==> src/rtl/imm_decode_pipe.sv <==
// ============================================================================
// Module   : imm_decode_pipe
// Function : RISC-V immediate decoder feeding a 2-entry skid buffer.
//            Compressed decode is enabled by the IMM_DECODE_RVC_EN macro.
// Revision : 1.0 - initial release
// ============================================================================
`default_nettype none

module imm_decode_pipe #(
  parameter int XLEN = 32
) (
  input  logic            i_clk,
  input  logic            i_rst,
  input  logic            i_flush,
  input  logic            i_valid,
  output logic            o_ready,
  input  logic [31:0]     i_instr,
  input  logic            i_signext,
  output logic            o_valid,
  input  logic            i_ready,
  output logic [31:0]     o_instr,
  output logic [XLEN-1:0] o_imm,
  output logic [2:0]      o_imm_type,
  output logic            o_illegal
);

  localparam logic [2:0] c_type_none  = 3'd0;
  localparam logic [2:0] c_type_i     = 3'd1;
  localparam logic [2:0] c_type_s     = 3'd2;
  localparam logic [2:0] c_type_b     = 3'd3;
  localparam logic [2:0] c_type_u     = 3'd4;
  localparam logic [2:0] c_type_j     = 3'd5;
  localparam logic [2:0] c_type_shamt = 3'd6;

  logic            w_s;
  logic [XLEN-1:0] w_imm_u;
  logic [XLEN-1:0] w_imm_shamt;
  logic [XLEN-1:0] w_imm;
  logic [2:0]      w_type;
  logic            w_ill;
  logic            w_shift;

  assign w_s     = i_instr[31] & i_signext;
  assign w_shift = (i_instr[13:12] == 2'b01);

  generate
    if (XLEN == 64) begin : g_xlen64
      assign w_imm_u     = {{(XLEN-32){w_s}}, i_instr[31:12], 12'b0};
      assign w_imm_shamt = {{(XLEN-6){1'b0}}, i_instr[25:20]};
    end else begin : g_xlen32
      assign w_imm_u     = {i_instr[31:12], 12'b0};
      assign w_imm_shamt = {{(XLEN-5){1'b0}}, i_instr[24:20]};
    end
  endgenerate

`ifdef IMM_DECODE_RVC_EN
  logic w_cs;
  assign w_cs = i_instr[12] & i_signext;
`endif

  always_comb begin
    w_imm  = '0;
    w_type = c_type_none;
    w_ill  = 1'b0;
    if (i_instr[1:0] != 2'b11) begin
`ifdef IMM_DECODE_RVC_EN
      case ({i_instr[15:13], i_instr[1:0]})
        5'b000_01, 5'b010_01: begin
          w_imm  = {{(XLEN-6){w_cs}}, i_instr[12], i_instr[6:2]};
          w_type = c_type_i;
        end
        5'b010_10: begin
          w_imm  = {{(XLEN-8){1'b0}}, i_instr[3:2], i_instr[12], i_instr[6:4], 2'b00};
          w_type = c_type_i;
        end
        5'b110_10: begin
          w_imm  = {{(XLEN-8){1'b0}}, i_instr[8:7], i_instr[12:9], 2'b00};
          w_type = c_type_s;
        end
        5'b101_01: begin
          w_imm  = {{(XLEN-12){w_cs}}, i_instr[12], i_instr[8], i_instr[10:9], i_instr[6],
                    i_instr[7], i_instr[2], i_instr[11], i_instr[5:3], 1'b0};
          w_type = c_type_j;
        end
        5'b110_01, 5'b111_01: begin
          w_imm  = {{(XLEN-9){w_cs}}, i_instr[12], i_instr[6:5], i_instr[2],
                    i_instr[11:10], i_instr[4:3], 1'b0};
          w_type = c_type_b;
        end
        default: w_ill = 1'b1;
      endcase
`else
      w_ill = 1'b1;
`endif
    end else begin
      case (i_instr[6:0])
        7'b0000011, 7'b1100111: begin
          w_imm  = {{(XLEN-12){w_s}}, i_instr[31:20]};
          w_type = c_type_i;
        end
        7'b0100011: begin
          w_imm  = {{(XLEN-12){w_s}}, i_instr[31:25], i_instr[11:7]};
          w_type = c_type_s;
        end
        7'b1100011: begin
          w_imm  = {{(XLEN-13){w_s}}, i_instr[31], i_instr[7], i_instr[30:25], i_instr[11:8], 1'b0};
          w_type = c_type_b;
        end
        7'b1101111: begin
          w_imm  = {{(XLEN-21){w_s}}, i_instr[31], i_instr[19:12], i_instr[20], i_instr[30:21], 1'b0};
          w_type = c_type_j;
        end
        7'b0110111, 7'b0010111: begin
          w_imm  = w_imm_u;
          w_type = c_type_u;
        end
        7'b0010011: begin
          if (w_shift) begin
            w_imm  = w_imm_shamt;
            w_type = c_type_shamt;
          end else begin
            w_imm  = {{(XLEN-12){w_s}}, i_instr[31:20]};
            w_type = c_type_i;
          end
        end
        7'b0011011: begin
          // Word-sized shifts only exist on RV64 and always carry a 5-bit amount.
          if (XLEN != 64) begin
            w_ill = 1'b1;
          end else if (w_shift) begin
            w_imm  = {{(XLEN-5){1'b0}}, i_instr[24:20]};
            w_type = c_type_shamt;
          end else begin
            w_imm  = {{(XLEN-12){w_s}}, i_instr[31:20]};
            w_type = c_type_i;
          end
        end
        default: w_ill = 1'b1;
      endcase
    end
  end

  logic            r_out_valid;
  logic [31:0]     r_out_instr;
  logic [XLEN-1:0] r_out_imm;
  logic [2:0]      r_out_type;
  logic            r_out_ill;
  logic            r_skid_valid;
  logic [31:0]     r_skid_instr;
  logic [XLEN-1:0] r_skid_imm;
  logic [2:0]      r_skid_type;
  logic            r_skid_ill;
  logic            w_xfer_in;
  logic            w_xfer_out;

  assign w_xfer_in  = i_valid & ~r_skid_valid;
  assign w_xfer_out = r_out_valid & i_ready;

  always_ff @(posedge i_clk) begin
    if (i_rst) begin
      r_out_valid  <= 1'b0;
      r_out_instr  <= '0;
      r_out_imm    <= '0;
      r_out_type   <= c_type_none;
      r_out_ill    <= 1'b0;
      r_skid_valid <= 1'b0;
      r_skid_instr <= '0;
      r_skid_imm   <= '0;
      r_skid_type  <= c_type_none;
      r_skid_ill   <= 1'b0;
    end else if (i_flush) begin
      r_out_valid  <= 1'b0;
      r_skid_valid <= 1'b0;
    end else if (!r_out_valid || w_xfer_out) begin
      // Output slot frees up: skid entry is older, so it goes first.
      if (r_skid_valid) begin
        r_out_valid  <= 1'b1;
        r_out_instr  <= r_skid_instr;
        r_out_imm    <= r_skid_imm;
        r_out_type   <= r_skid_type;
        r_out_ill    <= r_skid_ill;
        r_skid_valid <= 1'b0;
      end else begin
        r_out_valid <= w_xfer_in;
        if (w_xfer_in) begin
          r_out_instr <= i_instr;
          r_out_imm   <= w_imm;
          r_out_type  <= w_type;
          r_out_ill   <= w_ill;
        end
      end
    end else if (w_xfer_in) begin
      r_skid_valid <= 1'b1;
      r_skid_instr <= i_instr;
      r_skid_imm   <= w_imm;
      r_skid_type  <= w_type;
      r_skid_ill   <= w_ill;
    end
  end

  assign o_ready    = ~r_skid_valid;
  assign o_valid    = r_out_valid;
  assign o_instr    = r_out_instr;
  assign o_imm      = r_out_imm;
  assign o_imm_type = r_out_type;
  assign o_illegal  = r_out_ill;

endmodule

`default_nettype wire

==> config.mk <==
export PLATFORM = sky130hd
export DESIGN_NAME = imm_decode_pipe
export DESIGN_NICKNAME = d
export VERILOG_FILES = /design/src/rtl/imm_decode_pipe.sv
export SDC_FILE = /design/constraint.sdc
export NUM_CORES = 1
export LEC_CHECK = 0
export BUFFER_PORTS_ARGS = -buffer_cell sky130_fd_sc_hd__buf_2
export CAP_MARGIN = 20
export CORE_MARGIN = 5
export CORE_UTILIZATION = 40
export CTS_CLUSTER_SIZE = 20
export DETAILED_ROUTE_END_ITERATION = 8
export HOLD_SLACK_MARGIN = 0.05
export PLACE_DENSITY_LB_ADDON = 0.15
export SKIP_LAST_GASP = 1
export SLEW_MARGIN = 20
export SYNTH_ARGS = -nofsm -noshare
export SYNTH_HDL_FRONTEND = slang
export SYNTH_SLANG_ARGS = --single-unit
==> constraint.sdc <==
create_clock -name i_clk -period 1.5 [get_ports i_clk]
set_input_delay 0 -clock i_clk [delete_from_list [all_inputs] [get_ports i_clk]]
set_output_delay 0 -clock i_clk [all_outputs]
set_load 0.01 [all_outputs]
==> run_results.csv <==
group,metric,value,unit
run_status,outcome,"finished, violations left",
run_status,violations,"negative setup slack",
global_routing,grt_max_degree,57,
synthesis,syn_area,5848,sq um
run,drv_cap,0,
synthesis,yosysMostFrequentCell,"dfxtp_1",
placement,io_buffer_count,107,
route,vias_per_cell,5.518,
global_routing,use_met3,3.984,%
critical_path,crit_arrival,1.96,ns
final_layout,design_area,8449,sq um
pwr,leakage,3.175,nW
critical_path,end_kind,"register",
final_layout,final_core_util,58.58,%
global_routing,grt_overflow,0,
global_routing,grtUsageTotal,21.04,%
route,ant_nets,0,
route,wire_per_inst,18.00,um
sta,finClkSkew,0.006094,ns
clock_tree,tritoncts,"built",
clock_tree,cts_sinks,138,
sta,rsz0062_at_grt,"true",
final_layout,n_fill_cell,1276,
global_routing,antenna_found_initial,0,
route,vias,5777,
sta,fmax,618.5,MHz
die,core_area,14420,sq um
sta,setup_slack,-0.1168,ns
clock_tree,ctsHtreeMaxLevel,4,
clock_tree,clk_pin_slew_worst_paths,0.06,ns
synthesis,synth_edf_count,0,
die,rows,44,
global_routing,use_met2,34.31,%
synthesis,async_flop_share,0,%
global_routing,grt_busiest_layer,"met2",
die,die_h,130.9,um
route,drt_iter0_drc,440,
pwr,power,0.009541,W
synthesis,synth_top_area_cell,"dfxtp_1",
clock_tree,cts_root_buf,"clkbuf_16",
pwr,max-vdd-ir-drop,0.8506,mV
synthesis,ys_ff_latch,138,
sta,finalHoldViolations,0,
critical_path,crit_path_start_kind,"register",
critical_path,cp_max_fo,5,
final_layout,final_nets,888,
synthesis,syn_nets,718,
final_layout,syn2layout_area_growth,44.48,%
sta,tightest_slew,0.5370,ns
placement,post-place-ws,-0.1710,ns
sta,slew_violations,0,
synthesis,netlist_top_cells_count,"dfxtp_1 (138), nand2_1 (116), nor2_1 (82)",
placement,gp_congestion,0.9048,
die,die-width,130.9,um
pwr,power_density,1129,nW/um^2
synthesis,avgSynthCellArea,8.600,sq um
synthesis,synth_seq_area_share,47.24,%
synthesis,synth_cells,680,
critical_path,reg2regPathDepth,8,
final_layout,instances_no_fill,1047,
final_layout,diodes,0,
global_routing,grt_pass1_wl,28420,um
sta,fin_crit_sh,107.8,%
die,dieArea,17140,sq um
clock_tree,cts_buffers,17,
route,drc,0,
placement,dp_cells,965,
sta,setup_viol,47,
placement,placed_cell_area,6873,sq um
global_routing,grtUsageMet1,27.65,%
final_layout,drive_gt1_share,34.30,%
synthesis,yosysUniqueCellTypes,51,
clock_tree,cts_buffer_depth,2,
sta,post-route-min-period,1.617,ns
synthesis,synth_ff_type,"dfxtp_1",
hold_path,worstHoldPathCells,4,
clock_tree,clk_latency,0.42,ns
sta,relSlewSlack,64.20,%
critical_path,worstPathRequired,1.85,ns
placement,hpwl,12120,um
synthesis,synth_area_leaders,"dfxtp_1 (47%), nand2_1 (7.4%), a211oi_1 (7.2%)",
hold_path,hp-class,"in2reg",
route,first_pass_iters,4,
critical_path,worstSetupPathType,"reg2reg",
synthesis,synth_top_area_share,47.24,%
die,num_io_pins,108,
global_routing,first_global_vias,5540,
route,wl,18840,um
die,initial_core_util,40.54,%
synthesis,yosys_warnings,0,
==> metrics by stage <==
stage / TNS [ns] / hold WS (ns)
after floorplan: -0.1792 / 0.07847
after global placement: -0.09304 / 0.2679
after detailed placement: -3.591 / 0.2830
after CTS: -0.1246 / 0.08751
after global routing: -7.871 / 0.1090
final: -2.832 / 0.1026
==> kinds of logic (layout without fill, tap and decap cells) <==
logic type,after synthesis,in the layout,share of synthesized area [%]
flip-flops,138,138,47.24
AO/OA/AOI/OAI,188,188,23.79
buffers and inverters,63,246,4.536
multiplexers,27,27,4.621
XOR/XNOR,1,1,0.1498
AND/OR/NAND/NOR,263,263,19.66
==> what timing repair did <==
| item | 4_1_cts | 5_1_grt |
|---|---|---|
| pin swaps | 0 | 15 |
| gates resized for setup | 12 | 76 |
| cloned | 0 | 8 |
| hold endpoints to repair | 104 | 0 |
| setup endpoints to repair | 79 | 127 |
| hold buffers | 36 | 0 |
| buffers inserted | 0 | 6 |
==> registers in the layout, indices dropped and copies added (netlist names) <==
signal,flops
o_imm,32
r_skid_type,3
o_illegal,1
r_skid_imm,32
r_skid_instr,32
o_instr,32
o_valid,1
o_imm_type,3
r_skid_valid,1
r_skid_ill,1
==> routing by layer <==
metal	share of wire (%)	up-vias	wire [um]
li1	-	2774	-
met1	45	2825	8421
met2	49	146	9164
met3	4.1	32	773
met4	2.6	0	482
met5	0	-	0
==> worst max-delay path, stage by stage (launching register included) <==
cell and delay [ns]:
dfxtp_4 0.36, nand2b_4 0.15, buf_6 0.12, nor3_4 0.29
buf_6 0.17, buf_6 0.12, buf_6 0.14, nand2_2 0.07
a21oi_2 0.12
==> power breakdown <==
| group | switching (W) | leakage (nW) | internal [W] |
|---|---|---|---|
| Sequential | 0.0000650 | 1.12 | 0.00379 |
| Combinational | 0.000590 | 1.74 | 0.000471 |
| Clock | 0.00158 | 0.313 | 0.00304 |
==> layout by cell type, fill, tap and decap left out, drive strengths merged, types with 6 or more instances in the layout <==
| cell type | synthesis | final |
|---|---|---|
| a211oi | 66 | 66 |
| a21oi | 44 | 44 |
| a221oi | 21 | 21 |
| buf | 20 | 170 |
| clkbuf | 40 | 26 |
| dfxtp | 138 | 138 |
| dlygate4sd3 | 0 | 36 |
| mux2i | 27 | 27 |
| nand2 | 117 | 117 |
| nand3 | 9 | 9 |
| nand3b | 6 | 6 |
| nor2 | 82 | 82 |
| nor2b | 10 | 10 |
| nor3 | 20 | 20 |
| o21ai | 30 | 30 |
==> layout make-up <==
| class | instances | area [sq um] | area share (%) |
|---|---|---|---|
| Multi-Input combinational cell | 479 | 3138 | 37.14 |
| Sequential cell | 138 | 2768 | 32.76 |
| Inverter | 3 | 11.26 | 0.1333 |
| Clock inverter | 11 | 192.7 | 2.280 |
| Tap cell | 184 | 230.2 | 2.725 |
| Timing Repair Buffer | 211 | 1649 | 19.52 |
| Clock buffer | 21 | 460.4 | 5.449 |
==> path summary, 6_finish.rpt <==
kind	slack [ns]	start	to
worst max-delay path	-0.12	r_skid_valid	r_skid_instr[2]
worst min-delay path	0.10	i_instr[1]	o_instr[1]
worst max register to register	-0.12	r_skid_valid	r_skid_instr[2]
worst min register to register	0.45	o_imm[0]	o_imm[0]
Power figures use the tool's default switching activity.
